$ cat src/rtl/proc_pkg.sv
// Shared constants for the instruction processor controller: opcodes,
// bus mux select codes and tick (state) encodings.
package proc_pkg;

  localparam logic [2:0] OP_MV   = 3'd0;
  localparam logic [2:0] OP_MVI  = 3'd1;
  localparam logic [2:0] OP_ADD  = 3'd2;
  localparam logic [2:0] OP_SUB  = 3'd3;
  localparam logic [2:0] OP_DISP = 3'd4;

  localparam logic [3:0] SEL_G    = 4'd8;
  localparam logic [3:0] SEL_DIN  = 4'd9;
  localparam logic [3:0] SEL_NONE = 4'd15;

  // Tick vector doubles as the FSM state encoding.
  localparam logic [3:0] TICK_IDLE = 4'b0000;
  localparam logic [3:0] TICK_T0   = 4'b0001;
  localparam logic [3:0] TICK_T1   = 4'b0010;
  localparam logic [3:0] TICK_T2   = 4'b0100;
  localparam logic [3:0] TICK_T3   = 4'b1000;

endpackage

$ cat src/rtl/proc_controller.sv
// Control FSM for the 8-register processor: fetches {op,X,Y} in T0 and
// sequences register/bus/ALU strobes over ticks T1..T3.
module proc_controller
  import proc_pkg::*;
#(
  parameter int DIN_W = 9,
  parameter int NREG  = 8,
  parameter int SEL_W = 4
) (
  input  logic             clk,
  input  logic             rst,
  input  logic             run,
  input  logic [DIN_W-1:0] din,
  output logic             ir_en,
  output logic [NREG-1:0]  r_en,
  output logic             a_en,
  output logic             g_en,
  output logic             addsub,
  output logic [SEL_W-1:0] bus_sel,
  output logic             disp_en,
  output logic             done,
  output logic [3:0]       tick
);

  logic [3:0]       state_q, state_d;
  logic [DIN_W-1:0] ir_q, ir_d;
  logic [2:0]       op, x, y;

  function automatic logic [NREG-1:0] dec3(input logic [2:0] idx);
    dec3      = '0;
    dec3[idx] = 1'b1;
  endfunction

  assign op   = ir_q[8:6];
  assign x    = ir_q[5:3];
  assign y    = ir_q[2:0];
  assign tick = state_q;

  always_comb begin
    ir_en   = 1'b0;
    r_en    = '0;
    a_en    = 1'b0;
    g_en    = 1'b0;
    addsub  = 1'b0;
    bus_sel = SEL_W'(SEL_NONE);
    disp_en = 1'b0;
    done    = 1'b0;
    case (state_q)
      TICK_T0: ir_en = 1'b1;
      TICK_T1: begin
        case (op)
          OP_MV: begin
            bus_sel = SEL_W'(y);
            r_en    = dec3(x);
            done    = 1'b1;
          end
          OP_MVI: begin
            bus_sel = SEL_W'(SEL_DIN);
            r_en    = dec3(x);
            done    = 1'b1;
          end
          OP_ADD, OP_SUB: begin
            bus_sel = SEL_W'(x);
            a_en    = 1'b1;
          end
          OP_DISP: begin
            bus_sel = SEL_W'(x);
            disp_en = 1'b1;
            done    = 1'b1;
          end
          default: done = 1'b1;
        endcase
      end
      TICK_T2: begin
        bus_sel = SEL_W'(y);
        g_en    = 1'b1;
        addsub  = (op == OP_SUB);
      end
      TICK_T3: begin
        bus_sel = SEL_W'(SEL_G);
        r_en    = dec3(x);
        done    = 1'b1;
      end
      default: ;
    endcase
  end

  // run only matters in IDLE and in whichever tick finishes the instruction.
  always_comb begin
    state_d = state_q;
    ir_d    = ir_q;
    case (state_q)
      TICK_IDLE: state_d = run ? TICK_T0 : TICK_IDLE;
      TICK_T0: begin
        ir_d    = din;
        state_d = TICK_T1;
      end
      TICK_T1: begin
        if (op == OP_ADD || op == OP_SUB) state_d = TICK_T2;
        else                              state_d = run ? TICK_T0 : TICK_IDLE;
      end
      TICK_T2: state_d = TICK_T3;
      TICK_T3: state_d = run ? TICK_T0 : TICK_IDLE;
      default: state_d = TICK_IDLE;
    endcase
  end

  always_ff @(posedge clk) begin
    if (rst) begin
      state_q <= TICK_IDLE;
      ir_q    <= '0;
    end else begin
      state_q <= state_d;
      ir_q    <= ir_d;
    end
  end

endmodule

$ cat config.mk
export PLATFORM = sky130hd
export DESIGN_NAME = proc_controller
export DESIGN_NICKNAME = d
export VERILOG_FILES = /design/src/rtl/proc_pkg.sv /design/src/rtl/proc_controller.sv
export SDC_FILE = /design/constraint.sdc
export NUM_CORES = 1
export LEC_CHECK = 0
export CORE_MARGIN = 1
export CORE_UTILIZATION = 37
export CTS_CLUSTER_DIAMETER = 40
export DETAILED_ROUTE_END_ITERATION = 8
export PLACE_DENSITY = 0.74
export SLEW_MARGIN = 20
export SYNTH_ARGS = -nofsm -noshare
export SYNTH_HDL_FRONTEND = slang
export SYNTH_SLANG_ARGS = --single-unit
$ cat constraint.sdc
create_clock -name clk -period 1.3 [get_ports clk]
set_input_delay 0.195 -clock clk [delete_from_list [all_inputs] [get_ports clk]]
set_output_delay 0.195 -clock clk [all_outputs]
set_load 0.01 [all_outputs]
==> results.toml <==
[status]
violations = "negative setup slack"
status = "finished, violations left"

[synthesis]
synth_edf_count = 0
async_reset_ff_share_pct = 0
yosysUniqueCellTypes = 30
yosysSeqAreaShare_pct = 33.3
ys.flop_type = "dfxtp_1"
yosys_register_bits = 13
synthesis.instances = 101
syn-num-nets = 113
synth_area_per_cell_um2 = 7.74
yosys_warnings = 0
syn-cell-area_um2 = 782

[timing]
tightestPinTransition_ns = 0.320
slew_headroom_pct = 78.4
post-route-period-util_pct = 139
max_freq_mhz = 552
fin_crit_ns = 1.81
hold_viol = 0
holdWs_ns = 0.466
rsz0062_at_grt = "yes"
setup_viol = 28
report.final.slew_viol_count = 0
fin_skew_ns = 0.000623
layout_setup_ws_ns = -0.513

[run]
maxCapViolCount = 0

[power_and_ir_drop]
finalPower_uw = 971
leakage_nw = 0.699
vdd_ir_drop_max_mv = 0.542
pwr-share-comb_pct = 28.6
p_per_area_nw_per_um2 = 595
swShare_pct = 29.6
pwr-share-seq_pct = 44.7
power.internal_uw = 684
switchingPower_uw = 287
clkPwrFrac_pct = 26.7

[grt]
antenna_found_initial = 0
grt_use_total_pct = 25.3
grt_first_pass_wirelength_um = 3980
grt_max_degree = 13
first_global_vias = 910
gr-total-overflow = 0

[critical_path]
endpoint_kind = "output pin"
crit_slowest_cell = "dfxtp_4"
worstSetupStartpoint = "tick[2]"
r2r_end = "ir_q[5]"
critical_path.top_delay_family = "buffers and inverters"
crit_end = "bus_sel[1]"
required_ns = 1.11
r2r_slack_ns = -0.41
cp-start-kind = "flop"
path_depth = 6
rr_worst_depth = 8
crit_path_max_incr_delay_ns = 0.37
crit_type = "reg2out"
r2r-start = "tick[3]"
path_buf_inv = 3
crit_chain = "buf_6, nor4b_4, buf_4, a21oi_2, o211ai_1, buf_2"
cp_max_fo = 6
arrival_ns = 1.62

[clock_network]
cts-hold-fix-buffers = 0
cts.path.max_buffers = 2
clk_pin_slew_worst_paths_ns = 0.08
cts_root_buf = "clkbuf_4"
cts_made_buffers = 3
clk_latency_ns = 0.28
clock_sinks = 13
h-tree-depth = 1
cts_tree = "built"

[placement]
dp_hpwl_um = 1710
port_buffers = 33
place_area_um2 = 1350
place_congestion = 0.816

[detailed_routing]
vias = 1034
finalWirelength_um = 3050
ant_nets = 0
avgViaCountPerCell = 5.14
first_iter_violations = 38
wl_per_cell_um = 15.1
first_pass_iters = 4
drc = 0

[die]
coreArea_um2 = 1980
io_pins = 34
num_rows = 16
dieWidth_um = 48.0
die-area_um2 = 2300
die_h_um = 48.0
initial_utilization_pct = 39.5

[final_layout]
antenna_cells = 0
drive_gt1_share_pct = 62.6
syn_to_final_growth_pct = 108
nets = 187
design_area_um2 = 1630

[worst_hold_path]
hp-class = "in2reg"
[cell usage after synthesis (2+ instances only)]
master	n	area (um2)
a21oi_1	10	50.1
buf_6	3	33.8
dfxtp_1	13	260
inv_1	4	15.0
nand2_1	22	82.6
nand2b_1	3	18.8
nor2_1	9	33.8
nor2b_1	4	25.0
nor3_1	5	25.0
nor4b_1	2	17.5
nor4b_2	2	30.0
o211ai_1	5	37.5
o21ai_0	2	10.0
[worst min-delay path by stage]
stage / startpoint / end / slack (ns) / cells after the start
after floorplan: rst / tick[3] / 0.26 / 1
after global placement: ir_q[2] / ir_q[2] / 0.45 / 2
after detailed placement: ir_q[2] / ir_q[2] / 0.45 / 2
after CTS: din[8] / ir_q[8] / 0.45 / 3
after global routing: din[7] / ir_q[7] / 0.47 / 3
final: din[8] / ir_q[8] / 0.47 / 3
[worst min-delay path, stage by stage]
cell,delay (ns)
clkdlybuf4s50_1,0.42
nand2_2,0.07
a21oi_2,0.04
[kinds of logic (layout without fill, tap and decap cells)]
| group | Yosys count | in the layout | synth area share, % |
|---|---|---|---|
| buf+inv | 9 | 82 | 8.48 |
| flops | 13 | 13 | 33.3 |
| mux | 1 | 1 | 1.44 |
| simple gates | 54 | 54 | 36.8 |
| compound gates | 24 | 24 | 20.0 |
[registers in the layout, summed over array words and instances, names as in the netlist]
signal,cells
tick,4
ir_q,9
[area by class of cell]
cell class              count  area (um2)
well taps                  27        33.8
multi-input cells          79         628
repair buffers             73         638
inverters                   5        23.8
clock buffers               4        26.3
flip-flops and latches     13         280
fillers                   104         352
[metrics by stage]
stage | setup TNS [ns] | util [%] | std cells | setup WS (ns)
floorplan | -0.0706 | - | 101 | -0.0138
global placement | -10.16 | 68.1 | 180 | -0.546
detailed placement | -11.11 | 68.1 | 180 | -0.602
CTS | -8.32 | 75.1 | 195 | -0.464
global route | -11.80 | 82.3 | 201 | -0.577
finish | -10.07 | 82.3 | 201 | -0.513
[power groups by stage]
stage               logic (mW)  registers [mW]  clock network (mW)
finish                   0.277           0.434               0.259
global route             0.293           0.437               0.284
CTS                      0.229           0.435               0.258
floorplan               0.0908           0.440                   0
detailed placement       0.207           0.442                   0
global placement         0.202           0.442                   0
[cells in the final DEF (no fill, tap or decap), types with 2 or more instances in the layout]
master / n
nor2b_4: 2
a21oi_2: 9
a21oi_1: 2
dfxtp_4: 5
clkbuf_4: 3
nor4b_4: 3
buf_12: 2
nand2_1: 11
dfxtp_1: 7
nor2_2: 2
nand2_2: 7
nand2b_1: 3
inv_1: 4
nor2_1: 6
nand2_4: 4
nor3_2: 2
nor3_1: 3
clkbuf_2: 3
buf_4: 24
buf_2: 13
buf_6: 18
clkdlybuf4s50_1: 11
o211ai_1: 5
[metal layers]
| layer | routed length, um | GRT usage, % | vias to the layer above |
|---|---|---|---|
| met5 | 0 | 0 | - |
| met4 | 53 | 13.3 | 0 |
| met3 | 115 | 4.53 | 7 |
| met2 | 1650 | 41.1 | 36 |
| met1 | 1230 | 31.8 | 488 |
| li1 | - | - | 503 |
[what timing repair did]
action,in CTS,in global routing
pin swaps,10,24
cloned,1,0
buffers inserted,12,10
setup endpoints to repair,32,32
gates resized for setup,111,40
hold endpoints to repair,0,0
Note: power is estimated with default switching activity, not from simulation.
